==> config.mk <==
export PLATFORM = sky130hd
export DESIGN_NAME = key_press_decoder_flat
export DESIGN_NICKNAME = d
export VERILOG_FILES = /design/src/rtl/key_pkg.sv /design/src/rtl/key_press_decoder_if.sv /design/src/rtl/kp_timer.sv /design/src/rtl/key_press_decoder.sv /design/src/flat_wrapper.sv
export SDC_FILE = /design/constraint.sdc
export NUM_CORES = 1
export LEC_CHECK = 0
export CAP_MARGIN = 20
export CORE_MARGIN = 4
export CORE_UTILIZATION = 47
export CTS_BUF_LIST = sky130_fd_sc_hd__clkbuf_2
export DETAILED_ROUTE_END_ITERATION = 6
export PLACE_DENSITY_LB_ADDON = 0.08
export RECOVER_POWER = 25
export SLEW_MARGIN = 30
export SYNTH_ARGS = -nofsm -noshare
export SYNTH_HDL_FRONTEND = slang
export SYNTH_HIERARCHICAL = 1
export SYNTH_SLANG_ARGS = --single-unit
==> constraint.sdc <==
create_clock -name clk -period 2.6 [get_ports clk]
set_clock_uncertainty 0.05 [all_clocks]
set_input_delay 0.52 -clock clk [delete_from_list [all_inputs] [get_ports clk]]
set_output_delay 0.52 -clock clk [all_outputs]
set_load 0.005 [all_outputs]
==> src/rtl/key_pkg.sv <==
// Shared constants for the key press decoder: one-hot state encoding and 50 MHz default timings.
package key_pkg;

    localparam int unsigned KP_N_STATES = 5;

    // Bit positions of the one-hot state vector
    localparam int unsigned KP_IDLE   = 0;
    localparam int unsigned KP_PRESS1 = 1;
    localparam int unsigned KP_WAIT2  = 2;
    localparam int unsigned KP_PRESS2 = 3;
    localparam int unsigned KP_HELD   = 4;

    typedef logic [KP_N_STATES-1:0] kp_state_t;

    localparam kp_state_t ST_IDLE   = 5'b00001;
    localparam kp_state_t ST_PRESS1 = 5'b00010;
    localparam kp_state_t ST_WAIT2  = 5'b00100;
    localparam kp_state_t ST_PRESS2 = 5'b01000;
    localparam kp_state_t ST_HELD   = 5'b10000;

    localparam int unsigned KP_LONG_CYC_DEF   = 50_000_000;
    localparam int unsigned KP_DBL_CYC_DEF    = 15_000_000;
    localparam int unsigned KP_REPEAT_CYC_DEF = 10_000_000;
    localparam int unsigned KP_CNT_W_DEF      = 26;

    typedef struct packed {
        logic click;
        logic dbl_click;
        logic long_press;
        logic hold_repeat;
    } kp_pulse_t;

endpackage

==> src/rtl/key_press_decoder_if.sv <==
// Debounced key events in, gesture pulses and busy flag out.
interface key_press_decoder_if;

    logic key_flag;
    logic key_state;
    logic click;
    logic dbl_click;
    logic long_press;
    logic hold_repeat;
    logic busy;

    modport master (
        output key_flag,
        output key_state,
        input  click,
        input  dbl_click,
        input  long_press,
        input  hold_repeat,
        input  busy
    );

    modport slave (
        input  key_flag,
        input  key_state,
        output click,
        output dbl_click,
        output long_press,
        output hold_repeat,
        output busy
    );

endinterface

==> src/rtl/kp_timer.sv <==
// Free-running gesture timer with synchronous clear (priority) and count enable.
module kp_timer #(
    parameter int unsigned CNT_W = 26
) (
    input  logic             clk,
    input  logic             rst,
    input  logic             clr,
    input  logic             en,
    output logic [CNT_W-1:0] cnt
);

    logic [CNT_W-1:0] cnt_q, cnt_d;

    always_comb begin
        cnt_d = cnt_q;
        if (clr) begin
            cnt_d = '0;
        end else if (en) begin
            cnt_d = cnt_q + CNT_W'(1);
        end
    end

    always_ff @(posedge clk or negedge rst) begin
        if (!rst) begin
            cnt_q <= '0;
        end else begin
            cnt_q <= cnt_d;
        end
    end

    assign cnt = cnt_q;

endmodule

==> src/rtl/key_press_decoder.sv <==
// Classifies debounced key gestures into click, double click, long press and auto-repeat pulses.
module key_press_decoder
    import key_pkg::*;
#(
    parameter int unsigned LONG_CYC   = KP_LONG_CYC_DEF,
    parameter int unsigned DBL_CYC    = KP_DBL_CYC_DEF,
    parameter int unsigned REPEAT_CYC = KP_REPEAT_CYC_DEF,
    parameter int unsigned CNT_W      = KP_CNT_W_DEF
) (
    input logic                clk,
    input logic                rst,
    key_press_decoder_if.slave kp
);

    localparam bit               REPEAT_EN   = (REPEAT_CYC != 0);
    localparam logic [CNT_W-1:0] LONG_TERM   = CNT_W'(LONG_CYC - 1);
    localparam logic [CNT_W-1:0] DBL_TERM    = CNT_W'(DBL_CYC - 1);
    localparam logic [CNT_W-1:0] REPEAT_TERM = CNT_W'(REPEAT_EN ? REPEAT_CYC - 1 : 0);

    kp_state_t        state_q, state_d;
    kp_pulse_t        pulse_q, pulse_d;
    logic             busy_q;
    logic [CNT_W-1:0] cnt;
    logic             prs_ev, rel_ev;
    logic             long_hit, dbl_hit, rep_hit;
    logic             tmr_clr, tmr_en;

    assign prs_ev   = kp.key_flag & kp.key_state;
    assign rel_ev   = kp.key_flag & ~kp.key_state;
    assign long_hit = (cnt == LONG_TERM);
    assign dbl_hit  = (cnt == DBL_TERM);
    assign rep_hit  = REPEAT_EN && (cnt == REPEAT_TERM);

    // Release/press always beats a terminal count landing in the same cycle
    always_comb begin
        state_d = state_q;
        unique case (1'b1)
            state_q[KP_IDLE]: begin
                if (prs_ev) state_d = ST_PRESS1;
            end
            state_q[KP_PRESS1]: begin
                if (rel_ev)        state_d = ST_WAIT2;
                else if (long_hit) state_d = ST_HELD;
            end
            state_q[KP_WAIT2]: begin
                if (prs_ev)       state_d = ST_PRESS2;
                else if (dbl_hit) state_d = ST_IDLE;
            end
            state_q[KP_PRESS2]: begin
                if (rel_ev)        state_d = ST_IDLE;
                else if (long_hit) state_d = ST_HELD;
            end
            state_q[KP_HELD]: begin
                if (rel_ev) state_d = ST_IDLE;
            end
            default: state_d = ST_IDLE;
        endcase
    end

    always_comb begin
        pulse_d = '0;
        unique case (1'b1)
            state_q[KP_PRESS1]: pulse_d.long_press = !rel_ev && long_hit;
            state_q[KP_WAIT2]:  pulse_d.click      = !prs_ev && dbl_hit;
            state_q[KP_PRESS2]: begin
                pulse_d.dbl_click  = rel_ev;
                pulse_d.long_press = !rel_ev && long_hit;
            end
            state_q[KP_HELD]:   pulse_d.hold_repeat = !rel_ev && rep_hit;
            default:            pulse_d = '0;
        endcase
    end

    // Idle and repeat-disabled HELD have no terminal count, so the timer is parked there
    assign tmr_clr = (state_d != state_q) | pulse_d.hold_repeat;
    assign tmr_en  = !state_q[KP_IDLE] && !(state_q[KP_HELD] && !REPEAT_EN);

    kp_timer #(
        .CNT_W (CNT_W)
    ) u_timer (
        .clk (clk),
        .rst (rst),
        .clr (tmr_clr),
        .en  (tmr_en),
        .cnt (cnt)
    );

    always_ff @(posedge clk or negedge rst) begin
        if (!rst) begin
            state_q <= ST_IDLE;
            pulse_q <= '0;
            busy_q  <= 1'b0;
        end else begin
            state_q <= state_d;
            pulse_q <= pulse_d;
            busy_q  <= !state_d[KP_IDLE];
        end
    end

    assign kp.click       = pulse_q.click;
    assign kp.dbl_click   = pulse_q.dbl_click;
    assign kp.long_press  = pulse_q.long_press;
    assign kp.hold_repeat = pulse_q.hold_repeat;
    assign kp.busy        = busy_q;

endmodule

==> src/flat_wrapper.sv <==
// flat-port wrapper written by rule: the top's interface ports become plain ports
module key_press_decoder_flat import key_pkg::*;
#(
    parameter int unsigned LONG_CYC   = KP_LONG_CYC_DEF,
    parameter int unsigned DBL_CYC    = KP_DBL_CYC_DEF,
    parameter int unsigned REPEAT_CYC = KP_REPEAT_CYC_DEF,
    parameter int unsigned CNT_W      = KP_CNT_W_DEF
)
  (clk, rst, kp_key_flag, kp_key_state, kp_click, kp_dbl_click, kp_long_press, kp_hold_repeat, kp_busy);
  key_press_decoder_if kp_i ();
  input logic clk;
  input logic rst;
  input wire logic [$bits(kp_i.key_flag)-1:0] kp_key_flag;
  input wire logic [$bits(kp_i.key_state)-1:0] kp_key_state;
  output wire logic [$bits(kp_i.click)-1:0] kp_click;
  output wire logic [$bits(kp_i.dbl_click)-1:0] kp_dbl_click;
  output wire logic [$bits(kp_i.long_press)-1:0] kp_long_press;
  output wire logic [$bits(kp_i.hold_repeat)-1:0] kp_hold_repeat;
  output wire logic [$bits(kp_i.busy)-1:0] kp_busy;
  assign kp_i.key_flag = kp_key_flag;
  assign kp_i.key_state = kp_key_state;
  assign kp_click = kp_i.click;
  assign kp_dbl_click = kp_i.dbl_click;
  assign kp_long_press = kp_i.long_press;
  assign kp_hold_repeat = kp_i.hold_repeat;
  assign kp_busy = kp_i.busy;
  key_press_decoder #(.LONG_CYC(LONG_CYC), .DBL_CYC(DBL_CYC), .REPEAT_CYC(REPEAT_CYC), .CNT_W(CNT_W)) u_core (.clk(clk), .rst(rst), .kp(kp_i));
endmodule
---- Yosys cells after proc, flatten, opt, wreduce, memory -nomap -nowiden ----
Index checks and enable logic that the tools add are counted.
storage, ports and cells
  memory bits (read-only) ................. 0
  output and inout bits ................... 5
  input bits .............................. 4
  bits in latches ......................... 0
  register bits ........................... 36
  logic and storage cells ................. 39
  memories ................................ 0
  RAM bits ................................ 0
cells by class
  div/mod/pow operators ................... 0
  shifts and indexed selects .............. 0
  mux-type cells .......................... 15
  reduce and logical (&&, ||, !) cells .... 7
  order comparisons ....................... 0
  $add $sub $neg .......................... 1
  $mul .................................... 0
  eq/ne operators ......................... 5
  bitwise gates (word level) .............. 4
operators by type and width
  cell                     number
  $eq A26 B24 Y1 const B   2
  $mux W26                 2
  $add A26 B1 Y26 const B  1
  $eq A26 B26 Y1 const B   1
  $mux W5                  5
  $pmux W5 S5              1
  $ne A5 B5 Y1             1
  $mux W1                  4
  $mux W4                  1
  $logic_and A1 B1 Y1      3
  $logic_not A1 Y1         3
  $mux W3                  1
  $and A1 B1 Y1            2
  $mux W2                  1
  $ne A2 B2 Y1 const B     1
  $reduce_or A2 Y1         1
  $not A1 Y1               1
  $or A1 B1 Y1             1

---- Logic depth before layout (Yosys ltp) ----
  word-level depth ........................ 7
  gate-level depth with buffers ........... 12
  mapped depth without buffers ............ 9

---- Modules after synthesis ----
The synthesis kept the hierarchy.
modules (own cells, without submodules)
  module             cells an instance  area an instance (µm²)  times used  seq. area each (µm²)
  kp_timer           136                1370.1                  1           650.6
  key_press_decoder  65                 596.8                   1           251.5

---- Worst setup path before layout ----
OpenSTA, ideal clock, no wires.
  path type ............................... register to register
  start ................................... register u_core.u_timer.cnt_q[13] (netlist: u_core/u_timer/cnt[13])
  end ..................................... register u_core.u_timer.cnt_q[13] (netlist: u_core/u_timer/cnt[13])
  slack ................................... -295 ps
  library setup time ...................... 78 ps
  data arrival time ....................... 2767 ps
  cell stages (with the launch flop) ...... 11
  path buffers ............................ 2
  required time ........................... 2472 ps
  clock period less this slack ............ 2895 ps
  cells stage by stage .................... dfrtp_1 nand4_1 or4_4 or3_4 o211ai_1 buf_4 o211a_1 nand4_4 buf_2 or3_1 a21oi_1
between the ends
  longest elaborated chain between the ends .. 7
  elaborated cells between the ends (all ways) .. 18
  those cells by class .................... add/sub: 1; eq/ne: 5; mux: 10; bitwise: 1; reduce/logical: 1
RTL lines
  element                                                    line                                              text
  from (decl)                                                kp_timer.sv:12                                    logic [CNT_W-1:0] cnt_q, cnt_d;
  from (signal assigned)                                     kp_timer.sv:27                                    cnt_q <= cnt_d;
  $eq A26 B24 Y1 / $eq A26 B26 Y1 (equally long branches)    key_press_decoder.sv:31, key_press_decoder.sv:30
  $mux W3 (tied with other cells)                            key_press_decoder.sv:47                           else if (dbl_hit) state_d = ST_IDLE;
  $mux W4 (tied with other cells)                            key_press_decoder.sv:46                           if (prs_ev) state_d = ST_PRESS2;
  $pmux W5 S5                                                key_press_decoder.sv:37                           unique case (1'b1)
  $ne A5 B5 Y1                                               key_press_decoder.sv:75                           assign tmr_clr = (state_d != state_q) | pulse_d.hold_repeat;
  $or A1 B1 Y1 (*)                                           key_press_decoder.sv:75
  net u_core.tmr_clr                                         key_press_decoder.sv:26                           logic tmr_clr, tmr_en;
  $ne A2 B2 Y1 (no line) / $mux W26 (equally long branches)  --
Mark *: on every way through the listed nets, which the timed path passes. The rest lies on a longest branch. The select of a mux whose other input is x is not followed.
A chain may end at the register's enable or synchronous reset.

---- Worst setup path after layout ----
  start ................................... register u_core.u_timer.cnt_q[9] (netlist: u_core/u_timer/cnt[9])
  end ..................................... register u_core.u_timer.cnt_q[20] (netlist: u_core/u_timer/cnt[20])
Same word-level chain as after synthesis.

==> results.cfg <==
[cells_and_area]
finalNonFillerCells = 322
final_nets = 276
n_fill_cell = 320
antennaDiodeCount = 0
final_util = 0.692
multiInputGateArea_um2 = 1160
fin_area_um2 = 2790
seq_area_um2 = 903
drive_above_1_share = 0.404
area_growth_pct = 41.7

[logic_synthesis]
synth_area_um2 = 1970
syn_area_per_cell_um2 = 9.79
synth_common_cells = 35 x dfrtp_1, 21 x nor2_1, 15 x nand2_1
synthTopCellsByArea = dfrtp_1 45%, nor2_1 4.0%, xor2_1 4.0%
synth_edf_count = 0
yosys.cell_count.top_type = dfrtp_1
ys_async_sr_fraction = 1.00
yosys.area.top_type = dfrtp_1
syn_nets = 206
synth.distinct_cells = 52
yosys_warnings = 6
seq_area_frac_synth = 0.459
syn_inst = 201
synth_flop_cell = dfrtp_1
synth_top_area_frac = 0.445
ys_seq_elements = 36

[hold_path]
hold_class = flop to flop

[floorplanning]
num_rows = 23
core-area_um2 = 4030
fp.dieW_um = 72.7
floorplan.initialDensity = 0.488
die_area_um2 = 5280
io_pins = 9
die_y_um = 72.7

[placed_design]
post_dp_cell_area_um2 = 2430
numPlacedInstances = 299
dp_hpwl_mm = 3.44
pre_cts_ws_ps = -523
port_buffers = 8
gp_congestion = 0.851

[clocking]
cts.sinks = 36
cts_tree = built
clockBufferDepth = 2
cts_made_buffers = 5
htree_levels = 2
clkLatencyLatePin_ps = 380
clk_pin_slew_worst_paths_ps = 190
hold_buffers = 0
cts-root-buf = clkbuf_2

[drt]
drt-total-wl_mm = 5.22
wl_per_cell_um = 16.2
routed_via_density = 5.74
vias = 1847
drc = 0
drtIter0Drc = 118
drt-pass1-iter-count = 4
antenna_left = 0

[worst_setup_path]
required_ps = 2870
crit_path_end_kind = flop
worstSetupPathType = flop to flop
worstPathMaxFanout = 6
cp-start-kind = flop
worst-endpoint-arrival_ps = 3210

[sta]
slew_viol_final = 0
max_freq_mhz = 340
worst_slack_ps = -343
rsz0062_at_grt = true
setup_viol = 19
slew_headroom = 0.406
fin_crit_sh = 1.13
worst_slew_pin_slew_ps = 891
layout_min_cycle_time_ps = 2940
whs_ps = 521
fin_tns_setup_ps = -4220
hold_viol = 0

[global_route]
antenna_found_initial = 0
grt_pass1_wl_mm = 8.62
track_usage = 0.210
grt_max_degree = 37
overflow = 0
grt_pass1_vias = 1788

[pwr]
powerDensity_nw_per_um2 = 489
seqPwrFrac = 0.481
swShare = 0.322
combPwrFrac = 0.269
peakVddDrop_mv = 0.337
clkPwrFrac = 0.250
p_int_mw = 0.924
switchingPower_mw = 0.439
total_power_mw = 1.36
p_leak_nw = 1.25

[run_status]
outcome = complete, but fails checks
violations = setup timing

[run]
maxCapViolCount = 0
## flip-flops by register name (all words and copies together) (netlist names)
| register | cells |
|---|---|
| u_core/kp.busy | 1 |
| u_core/kp.click | 1 |
| u_core/kp.dbl_click | 1 |
| u_core/kp.hold_repeat | 1 |
| u_core/kp.long_press | 1 |
| u_core/state_q | 5 |
| u_core/u_timer/cnt | 26 |
## area by class of cell
class / instances / area share
multi-input cells: 152 / 0.418
clock buffers: 5 / 0.00898
inverters: 7 / 0.00943
repair buffers: 69 / 0.203
well taps: 50 / 0.0225
clock inverters: 3 / 0.0135
flip-flops and latches: 36 / 0.324
## power groups by stage
stage          clock network, mW  logic, mW  registers (mW)
6_report                   0.341      0.366           0.655
3_5_place_dp                   0      0.314           0.663
4_1_cts                    0.353      0.349           0.653
5_1_grt                    0.380      0.403           0.661
2_1_floorplan                  0      0.195           0.664
3_3_place_gp                   0      0.311           0.663
## placed cells by master, fill, tap and decap left out, types with 4 or more instances in the layout
cell             count
o21ai_0              5
nand3_1              8
buf_4               54
nand2_1             15
clkdlybuf4s50_1      7
or3_1                6
nor2_1              21
nand4_1              8
buf_6                5
dfrtp_1             34
clkbuf_2             6
or4_4                4
a21oi_2              9
a21oi_1              5
inv_1                7
xor2_1               9
## timing repair
item                       CTS  global route
resized for setup            6            29
cloned                       1             0
setup endpoints to repair   20            20
pin swaps                   13            20
setup buffers                7             7
## final timing paths
path                                               end  cells past startpoint                    from  slack (ps)
worst max-delay path            u_core/u_timer/cnt[20]                      9   u_core/u_timer/cnt[9]        -340
worst max register to register  u_core/u_timer/cnt[20]                      9   u_core/u_timer/cnt[9]        -340
worst min register to register  u_core/u_timer/cnt[24]                      2  u_core/u_timer/cnt[24]         520
max in group asynchronous       u_core/u_timer/cnt[13]                      2                     rst        1170
worst min-delay path            u_core/u_timer/cnt[24]                      2  u_core/u_timer/cnt[24]         520
min in group asynchronous              u_core/kp.click                      2                     rst         710
## logic make-up (layout without fill, tap and decap cells)
kind of cell / after synthesis / count (layout) / synth area share
adders and majority gates: 1 / 1 / 0.00636
DFF: 36 / 36 / 0.459
buffers and inverters: 14 / 84 / 0.0350
xor gates and xnor gates: 11 / 11 / 0.0490
and+or+nand+nor: 99 / 100 / 0.319
AOI/OAI and AO/OA: 38 / 38 / 0.122
muxes: 2 / 2 / 0.0108
## per-layer routing
metal	global-route usage	up-vias	wire (um)
li1	-	885	-
met1	0.289	903	2310
met2	0.335	51	2550
met3	0.0496	8	291
met4	0.0553	0	67
met5	0	-	0
## worst max-delay path, stage by stage, from the launching register on
cell and delay [ps]:
dfrtp_1 420, buf_6 120, or4_4 540, or3_4 350
o211ai_1 210, buf_4 180, o2111a_2 250, nand3_4 110
or4_1 520, a21oi_1 140
Power figures use the tool's default switching activity.
